$ cat src/rtl/req_arbiter_pkg.sv
// ============================================================================
// arb_pkg : shared types and defaults for the req_arbiter block
// Revision: 1.0
// ============================================================================
`default_nettype none

package arb_pkg;

    typedef enum logic [0:0] {IDLE, BUSY} arb_state_t;

    typedef enum logic {ARB_FIXED, ARB_RR} arb_mode_t;

    localparam int MAX_HOLD_DEFAULT = 4;

endpackage

`default_nettype wire

$ cat src/rtl/req_arbiter_pick.sv
// ============================================================================
// arb_pick : combinational winner selection, fixed priority or round-robin
// Revision: 1.0
// ============================================================================
`default_nettype none

module arb_pick
    import arb_pkg::*;
#(
    parameter  int N  = 3,
    localparam int IW = $clog2(N)
) (
    input  logic [N-1:0]  eligible,
    input  logic [IW-1:0] rr_ptr,
    input  arb_mode_t     mode,
    output logic [IW-1:0] winner,
    output logic          found
);

    logic [2*N-1:0] doubled;
    logic [N-1:0]   rotated;
    logic [IW:0]    start;
    int             sum;

    always_comb begin
        doubled = {eligible, eligible};
        start   = {1'b0, rr_ptr} + 1'b1;
        // rotated[0] is the requester just after the last winner
        rotated = N'(doubled >> start);
        found   = 1'b0;
        winner  = '0;
        sum     = 0;
        unique case (mode)
            ARB_FIXED: begin
                for (int i = N - 1; i >= 0; i--) begin
                    if (eligible[i]) begin
                        found  = 1'b1;
                        winner = IW'(i);
                    end
                end
            end
            ARB_RR: begin
                for (int k = N - 1; k >= 0; k--) begin
                    if (rotated[k]) begin
                        sum = int'(start) + k;
                        if (sum >= N) begin
                            sum = sum - N;
                        end
                        found  = 1'b1;
                        winner = IW'(sum);
                    end
                end
            end
            default: begin
                found  = 1'b0;
                winner = '0;
            end
        endcase
    end

endmodule

`default_nettype wire

$ cat src/rtl/req_arbiter.sv
// ============================================================================
// req_arbiter : registered, timeout-protected N-way grant onto one result bus
// Revision: 1.0
// ============================================================================
`default_nettype none

module req_arbiter
    import arb_pkg::*;
#(
    parameter  int N        = 3,
    parameter  int DW       = 8,
    parameter  int MAX_HOLD = MAX_HOLD_DEFAULT,
    localparam int IW       = $clog2(N),
    localparam int HW       = $clog2(MAX_HOLD)
) (
    input  logic            clk,
    input  logic            rst_n,
    input  logic            mode,
    input  logic [N-1:0]    req,
    input  logic [N*DW-1:0] din,
    output logic [N-1:0]    gnt,
    output logic            gnt_valid,
    output logic [IW-1:0]   gnt_id,
    output logic [DW-1:0]   dout,
    output logic [HW-1:0]   hold_cnt,
    output logic            err_timeout
);

    arb_state_t    state_q, state_d;
    logic [N-1:0]  gnt_q, gnt_d;
    logic [N-1:0]  blocked_q, blocked_d;
    logic [IW-1:0] owner_q, owner_d;
    logic [IW-1:0] rr_ptr_q, rr_ptr_d;
    logic [HW-1:0] hold_q, hold_d;
    logic          err_q, err_d;

    logic [N-1:0]  req_clean;
    logic [N-1:0]  timeout_mask;
    logic [N-1:0]  eligible;
    logic          owner_req;
    logic          timeout;
    logic          arbitrate;
    logic          pick_found;
    logic [IW-1:0] pick_idx;

    // Unknown request bits never win: case matching sends X/Z to default
    always_comb begin
        req_clean = '0;
        for (int i = 0; i < N; i++) begin
            case (req[i])
                1'b1:    req_clean[i] = 1'b1;
                default: req_clean[i] = 1'b0;
            endcase
        end
    end

    always_comb begin
        owner_req    = req_clean[owner_q];
        timeout      = (state_q == BUSY) && owner_req && (hold_q == HW'(MAX_HOLD - 1));
        timeout_mask = timeout ? gnt_q : '0;
        eligible     = req_clean & ~blocked_q & ~timeout_mask;
    end

    arb_pick #(
        .N (N)
    ) u_pick (
        .eligible (eligible),
        .rr_ptr   (rr_ptr_q),
        .mode     (arb_mode_t'(mode)),
        .winner   (pick_idx),
        .found    (pick_found)
    );

    always_comb begin
        state_d   = state_q;
        gnt_d     = gnt_q;
        owner_d   = owner_q;
        rr_ptr_d  = rr_ptr_q;
        hold_d    = hold_q;
        err_d     = timeout;
        arbitrate = 1'b0;
        // A dropped request unblocks; a timed-out owner becomes blocked
        blocked_d = (blocked_q & req_clean) | timeout_mask;

        unique case (state_q)
            IDLE: arbitrate = 1'b1;
            BUSY: begin
                if (!owner_req || timeout) begin
                    arbitrate = 1'b1;
                end else begin
                    hold_d = hold_q + 1'b1;
                end
            end
            default: arbitrate = 1'b1;
        endcase

        if (arbitrate) begin
            hold_d = '0;
            if (pick_found) begin
                state_d  = BUSY;
                gnt_d    = N'(1) << pick_idx;
                owner_d  = pick_idx;
                rr_ptr_d = pick_idx;
            end else begin
                state_d = IDLE;
                gnt_d   = '0;
                owner_d = '0;
            end
        end
    end

    always_ff @(posedge clk or negedge rst_n) begin
        if (!rst_n) begin
            state_q   <= IDLE;
            gnt_q     <= '0;
            owner_q   <= '0;
            rr_ptr_q  <= IW'(N - 1);
            hold_q    <= '0;
            err_q     <= 1'b0;
            blocked_q <= '0;
        end else begin
            state_q   <= state_d;
            gnt_q     <= gnt_d;
            owner_q   <= owner_d;
            rr_ptr_q  <= rr_ptr_d;
            hold_q    <= hold_d;
            err_q     <= err_d;
            blocked_q <= blocked_d;
        end
    end

    assign gnt         = gnt_q;
    assign gnt_valid   = (state_q == BUSY);
    assign gnt_id      = owner_q;
    assign hold_cnt    = hold_q;
    assign err_timeout = err_q;
    assign dout        = gnt_valid ? din[owner_q*DW +: DW] : '0;

    a_req_known: assert property (@(posedge clk) disable iff (!rst_n) !$isunknown(req));
    a_onehot:    assert property (@(posedge clk) disable iff (!rst_n) $onehot0(gnt_q));
    a_valid:     assert property (@(posedge clk) disable iff (!rst_n) gnt_valid == (|gnt_q));
    a_owner_hold: assert property (@(posedge clk) disable iff (!rst_n)
                                   (state_q == BUSY && owner_req && !timeout) |=> $stable(gnt_q));

endmodule

`default_nettype wire

$ cat config.mk
export PLATFORM = sky130hd
export DESIGN_NAME = req_arbiter
export DESIGN_NICKNAME = d
export VERILOG_FILES = /design/src/rtl/req_arbiter_pkg.sv /design/src/rtl/req_arbiter_pick.sv /design/src/rtl/req_arbiter.sv
export SDC_FILE = /design/constraint.sdc
export NUM_CORES = 1
export LEC_CHECK = 0
export ABC_AREA = 0
export BUFFER_PORTS_ARGS = -buffer_cell sky130_fd_sc_hd__buf_2
export CELL_PAD_IN_SITES_DETAIL_PLACEMENT = 1
export CELL_PAD_IN_SITES_GLOBAL_PLACEMENT = 1
export CORE_MARGIN = 10
export CORE_UTILIZATION = 30
export CTS_CLUSTER_DIAMETER = 50
export CTS_CLUSTER_SIZE = 28
export DETAILED_ROUTE_END_ITERATION = 7
export GPL_ROUTABILITY_DRIVEN = 0
export GPL_TIMING_DRIVEN = 0
export PLACE_DENSITY = 0.8
export SYNTH_ARGS = -nofsm -noshare
export SYNTH_HDL_FRONTEND = slang
export SYNTH_SLANG_ARGS = --single-unit
export TNS_END_PERCENT = 20
$ cat constraint.sdc
create_clock -name clk -period 2.2 [get_ports clk]
set_input_delay 0.44 -clock clk [delete_from_list [all_inputs] [get_ports clk]]
set_output_delay 0.44 -clock clk [all_outputs]
set_load 0.01 [all_outputs]
==> metrics.yaml, run 1 <==
status: "complete, but fails checks"
failed_checks: "setup timing"
syn-cell-area_um2: 1246
core-area_um2: 4000
drt-initial-drc-count: 103
cp_num_buf_inv: 2
synthTopCellsByCount: "nand2_1, o21ai_0, dfrtp_1"
fin_skew_ns: 0.003245
rrSetupSlack_ns: -0.02
finalNonFillerCells: 257
cap_viol_max_count: 0
drc: 0
cts_max_level: 1
numPlacedInstances: 241
fillers: 490
synth_cell_types: 48
grt_antenna_before_repair: 0
relSlewSlack_pct: 73.99
grt_pass1_vias: 1465
timing.final.crit_share_pct: 100.9
crit_family: "compound AO/OA/AOI/OAI gates"
ys_top_cells_by_area: "dfrtp_1, mux2i_1, o21ai_0"
synth_top_area_share_pct: 26.10
synth_flop_cell: "dfrtp_1"
r2r-start: "rr_ptr_q[0]$_DFFE_PN0P_"
finalNetCount: 242
initial_core_util_pct: 31.15
clk_latency_ns: 0.25
routed_wl_um: 4819
p_leak_nw: 0.8186
p_per_area_nw_per_um2: 1128
ys_seq_area_share_pct: 28.21
clock.fmax_mhz: 450.7
worstPathCellList: "buf_8 > clkinvlp_4 > ha_4 > maj3_1 > a221oi_4 > nor4_4 > a31o_1 > a32o_1"
drt_pre_antenna_iters: 4
period_needed_ns: 2.219
multi_input_area_um2: 987.2
antenna-diode-count: 0
dieHeight_um: 84.45
vdd_drop_max_v: 0.0005203
grt_max_degree: 15
cts.path.max_buffers: 2
hp-class: "input port to async pin"
critical_path_arrival_ns: 2.36
r2r_end: "gnt[1]$_DFFE_PN0N_"
wl_per_cell_um: 18.75
cts_sinks: 14
avgSynthCellArea_um2: 8.594
postLayoutSetupSlackWorst_ns: -0.01898
drive_gt1_share_pct: 45.41
clk_pin_slew_ns: 0.06
vias: 1417
cts_tree: "built"
holdWs_ns: 0.08010
tns_ns: -0.03766
root_buffer: "clkbuf_8"
tightest_slew_ns: 0.3901
rsz0062_at_grt: "true"
worst_setup_path_end_kind: "register"
worstSetupStartpointType: "register"
worstPathRequired_ns: 2.34
dieArea_um2: 7132
routed_via_density: 5.514
grt-ovfl-total: 0
cts_buffers: 3
yosysWarnings: 0
final_antenna_net_count: 0
final_hold_viol_count: 0
fp.dieW_um: 84.45
syn_to_final_growth_pct: 49.40
seq_area_um2: 352.8
setup_viol_count_final: 2
crit_fanout: 5
track_usage_pct: 11.68
synth_edf_count: 0
pin_count: 47
max_stage_delay_ns: 0.40
fin_util_pct: 46.54
finalMaxSlewViolations: 0
critical_path_class: "register to register"
ys_seq_elements: 14
post-synth-top-count-cell: "nand2_1"
hpwlAfterDp_um: 3411
io_buffers: 46
grt_pass1_wl_um: 7031
yosys.area.top_type: "dfrtp_1"
ff2ff_path_depth: 8
cp_num_cells: 8
syn_nets: 179
synthArstFlopShare_pct: 100.0
synth_cells: 145
rows: 23
crit_path_top_delay_cell: "maj3_1"
==> worst register-to-register path, stage by stage, from the launching register on <==
cell and delay (ns):
dfrtp_1 0.39, buf_8 0.13, clkinvlp_4 0.12, ha_4 0.20, maj3_1 0.40, a221oi_4 0.33, nor4_4 0.07, a31o_1 0.22
a32o_1 0.24
==> cells in the final DEF (no fill, tap or decap), drive strengths merged, types with 3 or more instances in the layout <==
| cell type | synthesis | routed |
|---|---|---|
| nand2b | 6 | 6 |
| o21ai | 17 | 17 |
| nor2b | 4 | 4 |
| and3 | 4 | 4 |
| nand3 | 4 | 4 |
| ha | 4 | 4 |
| a221oi | 3 | 3 |
| a31oi | 3 | 3 |
| mux2i | 10 | 10 |
| nor3 | 5 | 5 |
| dfrtp | 13 | 13 |
| clkbuf | 6 | 9 |
| buf | 2 | 61 |
| nand2 | 18 | 18 |
| and2 | 9 | 9 |
==> metal layers <==
metal,vias to the layer above,GRT usage [%],wire (um)
li1,674,-,-
met1,696,13.67,1986
met2,39,20.82,2527
met3,8,2.802,254
met4,0,2.695,51
met5,-,0,0
==> area by class of cell <==
type	instances	area share (%)
plain buffers	8	3.293
inverters	3	1.008
clock buffers	4	2.957
repair buffers	58	17.41
well taps	50	3.360
flip-flops and latches	14	18.95
multi-input cells	120	53.02
==> per-stage QoR <==
stage / setup WS [ns] / total power (W) / area (um^2)
floorplan: 0.01340 / 0.001163 / 1247
global placement: -0.2001 / 0.001506 / 1540
detailed placement: -0.2217 / 0.001537 / 1540
CTS: -0.001050 / 0.001876 / 1694
global route: -0.1219 / 0.002262 / 1862
finish: -0.01898 / 0.002101 / 1862
==> how the worst max path moves through the flow <==
stage	start	to
2_1_floorplan	hold_cnt[0]$_DFFE_PN0P_	gnt[1]$_DFFE_PN0N_
3_3_place_gp	req[1]	gnt[0]$_DFFE_PN0N_
3_5_place_dp	req[1]	gnt[0]$_DFFE_PN0N_
4_1_cts	rr_ptr_q[1]$_DFFE_PN1P_	gnt[0]$_DFFE_PN0N_
5_1_grt	gnt_id[0]$_DFFE_PN0N_	gnt[1]$_DFFE_PN0N_
6_report	rr_ptr_q[0]$_DFFE_PN0P_	gnt[1]$_DFFE_PN0N_
==> registers in the layout, summed over array words and instances (netlist names) <==
| signal | count |
|---|---|
| blocked_q | 3 |
| hold_cnt | 2 |
| err_timeout | 1 |
| rr_ptr_q | 2 |
| gnt_id | 2 |
| gnt_valid | 1 |
| gnt | 3 |
==> kinds of logic (layout without fill, tap and decap cells) <==
logic type / count (synthesis) / count (layout) / synth area share (%)
muxes: 12 / 12 / 10.14
and+or+nand+nor: 62 / 62 / 28.31
buffers and inverters: 11 / 73 / 3.413
DFF: 14 / 14 / 28.21
AOI/OAI and AO/OA: 41 / 41 / 25.10
adders and majority gates: 5 / 5 / 4.819
==> power by group <==
group	switching (W)	leakage (nW)	internal, W
Combinational	0.000738	0.610	0.000636
Sequential	0.000126	0.179	0.000344
Clock	0.0000979	0.0288	0.000159
Total	0.000962	0.819	0.00114
==> repair_timing <==
item                                    in CTS  in global routing
setup buffers                                3                  9
endpoints found under the setup margin      15                 15
pin swaps                                    5                 11
hold buffers                                 0                  0
gates cloned                                 0                  0
resized for setup                           18                 24
No activity file was read; power rests on OpenSTA's default activity.
==> run 2, diff against run 1 <==
- BUFFER_PORTS_ARGS: -buffer_cell sky130_fd_sc_hd__buf_2 -> -buffer_cell sky130_fd_sc_hd__clkbuf_2
- SKIP_CTS_REPAIR_TIMING: not set -> 1
==> metrics.yaml, run 2 (synthesis results as in run 1) <==
drt_pre_antenna_iters: 4
cap_viol_max_count: 0
p_per_area_nw_per_um2: 1108
grt_pass1_wl_um: 6755
finalMaxSlewViolations: 0
fp.dieW_um: 84.45
initial_core_util_pct: 31.15
rrSetupSlack_ns: -0.06
cp_num_buf_inv: 0
tns_ns: -0.08077
final_common_cell: "clkbuf_2"
grt_antenna_before_repair: 0
status: "complete, but fails checks"
final_antenna_net_count: 0
final_cell_mix: "clkbuf_2, nand2_1, o21ai_0, dfrtp_1"
timing.final.crit_share_pct: 102.6
vias: 1374
postLayoutSetupSlackWorst_ns: -0.05785
setup_viol_count_final: 2
critical_path_arrival_ns: 2.40
routed_via_density: 5.452
finalNonFillerCells: 252
dieArea_um2: 7132
fin_skew_ns: 0.004180
wl_per_cell_um: 18.21
syn_to_final_growth_pct: 40.66
ff2ff_path_depth: 7
finalNetCount: 237
clk_pin_slew_ns: 0.06
root_buffer: "clkbuf_8"
relSlewSlack_pct: 73.57
worstSetupStartpointType: "register"
numPlacedInstances: 241
rows: 23
grt_pass1_vias: 1376
grt-ovfl-total: 0
hp-class: "input port to async pin"
worstPathRequired_ns: 2.34
worst_setup_path_end_kind: "register"
cts_max_level: 1
tightest_slew_ns: 0.3964
p_leak_nw: 0.7875
cts_buffers: 3
dieHeight_um: 84.45
antenna-diode-count: 0
hpwlAfterDp_um: 3434
dpl-instance-area_um2: 1540
drive_gt1_share_pct: 41.58
cts_tree: "built"
critical_path_class: "register to register"
fin_area_um2: 1753
final_hold_viol_count: 0
worstPathCellList: "ha_4 > and4b_2 > a221oi_4 > nor4b_2 > nor4_2 > a31oi_2 > a32o_1"
drt-initial-drc-count: 99
cts.path.max_buffers: 2
grt_max_degree: 15
r2r_end: "gnt[0]$_DFFE_PN0N_"
cts_sinks: 14
clock.fmax_mhz: 442.9
fin_util_pct: 43.82
track_usage_pct: 11.42
max_stage_delay_ns: 0.41
clk_latency_ns: 0.25
crit_fanout: 8
drc: 0
crit_path_top_delay_cell: "dfrtp_1"
failed_checks: "setup timing"
core-area_um2: 4000
vdd_drop_max_v: 0.0003925
crit_family: "compound AO/OA/AOI/OAI gates"
rsz0062_at_grt: "true"
io_buffers: 46
routed_wl_um: 4589
r2r-start: "hold_cnt[0]$_DFFE_PN0P_"
period_needed_ns: 2.258
pin_count: 47
==> run 2: worst register-to-register path: stages, from the launching register on <==
cell      delay (ns)
dfrtp_1         0.41
ha_4            0.20
and4b_2         0.28
a221oi_4        0.33
nor4b_2         0.10
nor4_2          0.37
a31oi_2         0.17
a32o_1          0.28
==> run 2: per-layer routing <==
layer	track usage [%]	part of all wire, %	vias to the layer above
li1	-	-	665
met1	13.21	41	684
met2	19.57	54	19
met3	3.188	3.1	6
met4	4.042	1.7	0
met5	0	0	-
==> run 2: worst max path at each step <==
stage | from | endpoint | slack (ns) | cells past startpoint
after floorplan | hold_cnt[0]$_DFFE_PN0P_ | gnt[1]$_DFFE_PN0N_ | 0.01 | 6
after global placement | req[1] | gnt[0]$_DFFE_PN0N_ | -0.21 | 8
after detailed placement | hold_cnt[0]$_DFFE_PN0P_ | gnt[0]$_DFFE_PN0N_ | -0.24 | 7
after CTS | gnt_id[0]$_DFFE_PN0N_ | dout[6] | -0.38 | 7
after global routing | rr_ptr_q[1]$_DFFE_PN1P_ | gnt[0]$_DFFE_PN0N_ | -0.15 | 6
final | hold_cnt[0]$_DFFE_PN0P_ | gnt[0]$_DFFE_PN0N_ | -0.06 | 7
==> run 2: layout make-up <==
type                       instances  area (um^2)
tap                               50        62.56
fill                             501         2247
sequential                        14        352.8
multi-input combinational        120        944.7
timing repair buffer              53        282.8
clock buffer                       4        55.05
inverter                           3        11.26
buffer                             8        43.79
==> run 2: through the flow <==
stage	setup slack [ns]	power, W	hold slack (ns)
after floorplan	0.01340	0.001163	0.1444
after global placement	-0.2100	0.001507	0.3628
after detailed placement	-0.2408	0.001542	0.3768
final	-0.05785	0.001943	0.08909
after CTS	-0.3818	0.001813	0.1056
after global routing	-0.1492	0.002100	0.1205
==> run 2: report_power, final <==
| group | internal, W | switching [W] | total (W) |
|---|---|---|---|
| Clock | 0.000159 | 0.000104 | 0.000263 |
| Sequential | 0.000344 | 0.000118 | 0.000462 |
| Combinational | 0.000539 | 0.000679 | 0.00122 |
| Total | 0.00104 | 0.000900 | 0.00194 |
